[src/rtl/quant_table_ctrl.sv]
`timescale 1ns/1ps
`default_nettype none
// ============================================================================
// Module      : quant_table_ctrl
// Description : JPEG quantizer sequencer holding one luma and one chroma
//               64-entry divisor table; walks an MCU one coefficient per advance.
// Revision    : 1.0 - initial release
// ============================================================================
module quant_table_ctrl #(
    parameter int QW   = 8,
    parameter int YBLK = 4
) (
    input  logic          clk,
    input  logic          rst,
    input  logic          cfg_we,
    input  logic          cfg_sel,
    input  logic [5:0]    cfg_addr,
    input  logic [QW-1:0] cfg_data,
    output logic          cfg_busy,
    output logic          cfg_err,
    input  logic          start,
    input  logic          coef_adv,
    output logic [QW-1:0] q,
    output logic          q_valid,
    output logic [1:0]    comp,
    output logic          blk_done,
    output logic          mcu_done
);

    localparam int                 c_BLK_W    = $clog2(YBLK + 2);
    localparam logic [c_BLK_W-1:0] c_BLK_CB   = c_BLK_W'(YBLK);
    localparam logic [c_BLK_W-1:0] c_BLK_LAST = c_BLK_W'(YBLK + 1);
    localparam logic [QW-1:0]      c_Q_MIN    = QW'(9);
    localparam logic [QW-1:0]      c_Q_FLAT   = QW'(16);

    localparam logic [0:0] c_S_IDLE = 1'b0;
    localparam logic [0:0] c_S_RUN  = 1'b1;

    logic [0:0]         r_state_q, w_state_d;
    logic [5:0]         r_idx_q, w_idx_d;
    logic [c_BLK_W-1:0] r_blk_q, w_blk_d;
    logic [QW-1:0]      r_q_q, w_q_d;
    logic               r_q_valid_q, w_q_valid_d;
    logic [1:0]         r_comp_q, w_comp_d;
    logic               r_cfg_busy_q, w_cfg_busy_d;
    logic               r_cfg_err_q, w_cfg_err_d;
    logic               r_blk_done_q, w_blk_done_d;
    logic               r_mcu_done_q, w_mcu_done_d;

    logic [QW-1:0]      r_luma_q   [64];
    logic [QW-1:0]      r_chroma_q [64];

    logic               w_tbl_we;
    logic               w_adv;
    logic               w_blk_end;
    logic               w_mcu_end;
    logic               w_restart;
    logic [QW-1:0]      w_luma0;

    // Divisors <= 8 would break the quantizer's output narrowing, so they are refused.
    always_comb begin
        w_tbl_we  = (r_state_q == c_S_IDLE) && cfg_we && (cfg_data >= c_Q_MIN);
        w_adv     = (r_state_q == c_S_RUN) && coef_adv;
        w_blk_end = w_adv && (r_idx_q == 6'd63);
        w_mcu_end = w_blk_end && (r_blk_q == c_BLK_LAST);
        w_restart = ((r_state_q == c_S_IDLE) && start) || (w_mcu_end && start);
        // A write landing in the start cycle must be seen by the first read.
        w_luma0   = (w_tbl_we && !cfg_sel && (cfg_addr == 6'd0)) ? cfg_data : r_luma_q[0];
    end

    always_comb begin
        w_state_d = r_state_q;
        case (r_state_q)
            c_S_IDLE: if (start) w_state_d = c_S_RUN;
            c_S_RUN:  if (w_mcu_end && !start) w_state_d = c_S_IDLE;
        endcase
    end

    always_comb begin
        w_idx_d      = r_idx_q;
        w_blk_d      = r_blk_q;
        w_q_d        = r_q_q;
        w_q_valid_d  = r_q_valid_q;
        w_comp_d     = r_comp_q;
        w_cfg_busy_d = (w_state_d == c_S_RUN);
        w_cfg_err_d  = cfg_we && !w_tbl_we;
        w_blk_done_d = w_blk_end;
        w_mcu_done_d = w_mcu_end;
        if (w_restart) begin
            w_idx_d     = 6'd0;
            w_blk_d     = '0;
            w_q_d       = w_luma0;
            w_q_valid_d = 1'b1;
            w_comp_d    = 2'd0;
        end else if (w_mcu_end) begin
            w_q_valid_d = 1'b0;
        end else if (w_adv) begin
            w_idx_d = r_idx_q + 6'd1;
            if (r_idx_q == 6'd63) begin
                w_blk_d = r_blk_q + 1'b1;
            end
            if (w_blk_d >= c_BLK_CB) begin
                w_q_d = r_chroma_q[w_idx_d];
            end else begin
                w_q_d = r_luma_q[w_idx_d];
            end
            if (w_blk_d < c_BLK_CB) begin
                w_comp_d = 2'd0;
            end else if (w_blk_d == c_BLK_CB) begin
                w_comp_d = 2'd1;
            end else begin
                w_comp_d = 2'd2;
            end
        end
    end

    always_ff @(posedge clk) begin
        if (rst) begin
            r_state_q    <= c_S_IDLE;
            r_idx_q      <= 6'd0;
            r_blk_q      <= '0;
            r_q_q        <= '0;
            r_q_valid_q  <= 1'b0;
            r_comp_q     <= 2'd0;
            r_cfg_busy_q <= 1'b0;
            r_cfg_err_q  <= 1'b0;
            r_blk_done_q <= 1'b0;
            r_mcu_done_q <= 1'b0;
            for (int i = 0; i < 64; i++) begin
                r_luma_q[i]   <= c_Q_FLAT;
                r_chroma_q[i] <= c_Q_FLAT;
            end
        end else begin
            r_state_q    <= w_state_d;
            r_idx_q      <= w_idx_d;
            r_blk_q      <= w_blk_d;
            r_q_q        <= w_q_d;
            r_q_valid_q  <= w_q_valid_d;
            r_comp_q     <= w_comp_d;
            r_cfg_busy_q <= w_cfg_busy_d;
            r_cfg_err_q  <= w_cfg_err_d;
            r_blk_done_q <= w_blk_done_d;
            r_mcu_done_q <= w_mcu_done_d;
            if (w_tbl_we) begin
                if (cfg_sel) begin
                    r_chroma_q[cfg_addr] <= cfg_data;
                end else begin
                    r_luma_q[cfg_addr] <= cfg_data;
                end
            end
        end
    end

    assign q        = r_q_q;
    assign q_valid  = r_q_valid_q;
    assign comp     = r_comp_q;
    assign cfg_busy = r_cfg_busy_q;
    assign cfg_err  = r_cfg_err_q;
    assign blk_done = r_blk_done_q;
    assign mcu_done = r_mcu_done_q;

endmodule
`default_nettype wire

[config.mk]
export PLATFORM = sky130hd
export DESIGN_NAME = quant_table_ctrl
export DESIGN_NICKNAME = d
export VERILOG_FILES = /design/src/rtl/quant_table_ctrl.sv
export SDC_FILE = /design/constraint.sdc
export NUM_CORES = 2
export LEC_CHECK = 0
export ABC_CLOCK_PERIOD_IN_PS = 2400
export CORE_MARGIN = 2
export CORE_UTILIZATION = 47
export CTS_CLUSTER_DIAMETER = 40
export DETAILED_ROUTE_END_ITERATION = 8
export GPL_TIMING_DRIVEN = 0
export PLACE_DENSITY = 0.65
export SYNTH_ARGS = -nofsm -noshare
export SYNTH_HDL_FRONTEND = slang
export SYNTH_SLANG_ARGS = --single-unit
export TNS_END_PERCENT = 1
[constraint.sdc]
create_clock -name clk -period 2.4 [get_ports clk]
set_input_delay 0.36 -clock clk [delete_from_list [all_inputs] [get_ports clk]]
set_output_delay 0.36 -clock clk [all_outputs]
set_load 0.03 [all_outputs]
==> qor.yml <==
clk_latency_ns: 0.78
outcome: "complete, but fails checks"
synth_area_per_cell_um2: 14.61
die_w_um: 326.5
cts_buffer_depth: 3
place_congestion: 1.005
crit_required_ns: 3.11
p_seq_share_pct: 45.5
worst-setup-path-type: "register to register"
drc: 0
tns_ns: -15.40
synth_top_area_share_pct: 62.90
crit_path_frequent_cell: "buf_8"
seqCellArea_um2: 31240
multi_input_area_um2: 17670
synth_edf_count: 1024
antenna_found_initial: 19
coreArea_um2: 103300
synth.top_cells.by_area: "edfxtp_1 (63%), mux4_2 (12%), and2_1 (11%), or3_1 (1.7%), or2_2 (1.6%)"
synthFlopType: "edfxtp_1"
overflow: 0
initial_utilization_pct: 47.30
p_leak_nw: 20.02
grt_usage_pct: 30.46
die-area_um2: 106600
start_kind: "register"
die_h_um: 326.5
synth.cell_area_um2: 48880
dp_slack_ns: -2.343
clkTransAtPathRegs_ns: 0.06
max_slew_margin_pct: -1.674
placement.cell_area_um2: 50890
period_share_pct: 115.0
grt_max_degree: 17
vias_per_cell: 6.101
period_needed_ns: 2.761
yosysTopAreaCell: "edfxtp_1"
async_reset_ff_share_pct: 0
max_freq_ghz: 0.3622
slew_violations: 11
synth_fp_nets: 3370
rsz0062_at_grt: "yes"
nFillCells: 8194
power.density_nw_per_um2: 778.9
drv_cap: 1
cp_cell_sequence: "buf_8 > buf_8 > nand2_1 > nor2_2 > xnor2_2 > clkbuf_8 > nand3_1 > a21oi_2 > o311a_1"
p_sw_share_pct: 24.26
drt_iter0_drc: 4356
netlist_instances: 3347
fin_area_um2: 58490
post-route-util_pct: 56.59
peakVddDrop_v: 0.0005539
layout-drive-gt1-share_pct: 27.70
fin_skew_ns: 0.04312
cp.buffers_inverters: 3
finalWorstSetupSlack_ns: -0.3606
grt_pass1_vias: 30730
crit_path_max_incr_delay_ns: 0.68
synth_warnings: 0
synthDistinctLibCells: 54
clock-root-buffer: "clkbuf_16"
cts_buffers: 144
area_delta_synth_final_pct: 19.65
drtAntennaViolNets: 0
setup_violations: 213
cts_tree: "yes"
grt_pass1_wl_um: 226800
holdBufCountCts: 0
comb_power_share_pct: 6.7
ys_top_cells_by_count: "edfxtp_1 (1024), and2_1 (898), mux4_2 (269)"
num_io_pins: 35
htree_levels: 4
port_buffers: 27
end_kind: "register"
crit_arrival_ns: 3.47
ys_seq_area_share_pct: 63.89
routed_wl_um: 161400
crit_family: "XOR/XNOR gates"
tightest_slew_ns: 1.525
slowest_stage: "xnor2_2"
rows: 118
dp_hpwl_um: 111600
synth-seq-cells: 1048
cts.sinks: 1048
routedWlPerCell_um: 31.77
vias: 30980
clkPwrFrac_pct: 47.7
violations: "max-capacitance violations, max-slew violations, negative setup slack"
fin_nets: 3592
hp-class: "input pin to register"
hold_viol: 0
drt_first_pass_iters: 6
intPower_mw: 34.50
cp_max_fo: 10
power_switching_mw: 11.05
synth_most_common_cell: "edfxtp_1"
-- layer usage --
| layer | routed length, um | GRT usage (%) | up-vias |
|---|---|---|---|
| li1 | - | - | 12816 |
| met1 | 59380 | 40.07 | 15744 |
| met2 | 73240 | 45.96 | 1983 |
| met3 | 19260 | 8.835 | 429 |
| met4 | 9294 | 16.31 | 8 |
| met5 | 180 | 0 | - |
-- power groups by stage --
stage	clock (mW)	sequential, mW	combinational [mW]
finish	21.7	20.7	3.06
detailed placement	0	21.1	2.68
global placement	0	21.1	2.66
floorplan	0	21.0	1.49
global route	22.5	20.8	3.12
CTS	21.7	20.7	2.94
-- flip-flops by register name, summed over array words and instances (netlist names) --
signal / cells
r_idx_q: 6
q_valid: 1
mcu_done: 1
comp: 2
r_luma_q: 512
cfg_err: 1
cfg_busy: 1
r_chroma_q: 512
q: 8
blk_done: 1
r_blk_q: 3
-- path summary, 6_finish.rpt --
kind / endpoint / cells after the start / slack, ns / start
setup reg to reg: q[2] / 9 / -0.36 / r_idx_q[0]
setup / recovery: q[2] / 9 / -0.36 / r_idx_q[0]
hold reg to reg: r_blk_q[1] / 2 / 0.54 / r_blk_q[1]
hold / removal: r_idx_q[5] / 3 / 0.15 / rst
-- cells by family (layout without fill, tap and decap cells) --
kind of cell	Yosys count	count (layout)	synth area share [%]
adders and majority gates	3	3	0.07679
xor gates and xnor gates	16	16	0.3251
AOI/OAI and AO/OA	108	108	1.653
buffers and inverters	282	625	2.421
other	0	8	0
DFF	1048	1048	63.89
muxes	293	293	12.89
and+or+nand+nor	1597	1597	18.75
-- worst min-delay path: cells and delay by family --
family | cells | cell delay (ns)
AND/OR/NAND/NOR | 1 | 0.20
AO/OA/AOI/OAI | 1 | 0.04
buffers and inverters | 1 | 0.28
-- cell type report --
class | instances | area share (%)
well taps | 1380 | 2.952
repair buffers | 77 | 1.489
multi-input cells | 2017 | 30.21
inverters | 13 | 0.08343
diodes | 8 | 0.03423
clock buffers | 158 | 6.396
plain buffers | 268 | 3.478
clock inverters | 109 | 1.947
flip-flops and latches | 1048 | 53.41
-- cell usage in the layout (no fill, tap or decap), types with 21 or more instances in the layout --
master	Yosys	routed
clkbuf_1	191	153
nand2_1	151	142
nor2_4	0	49
mux4_2	269	269
nand3_1	82	65
edfxtp_1	1024	1024
a22oi_1	28	21
and2_1	898	898
nor2_1	166	47
nor2_2	0	70
dfxtp_1	24	21
buf_8	0	22
or2_2	126	86
clkinv_2	0	21
or2_4	0	43
buf_4	13	41
clkbuf_16	0	154
buf_6	2	26
or3_1	130	130
-- stage by stage --
stage               power (mW)  instances  hold slack, ns
floorplan                22.53       3347          0.4770
global placement         23.75       4754          0.5139
detailed placement       23.79       4754          0.5143
CTS                      45.42       5060          0.1204
global route             46.38       5073          0.1581
finish                   45.56       5078          0.1505
-- what timing repair did --
action                      CTS  global route
setup buffers                35            10
gates resized for setup     551           104
pin swaps                    25            16
setup endpoints to repair  2052           910
cloned                        4             0
(Power assumes the default switching activity.)
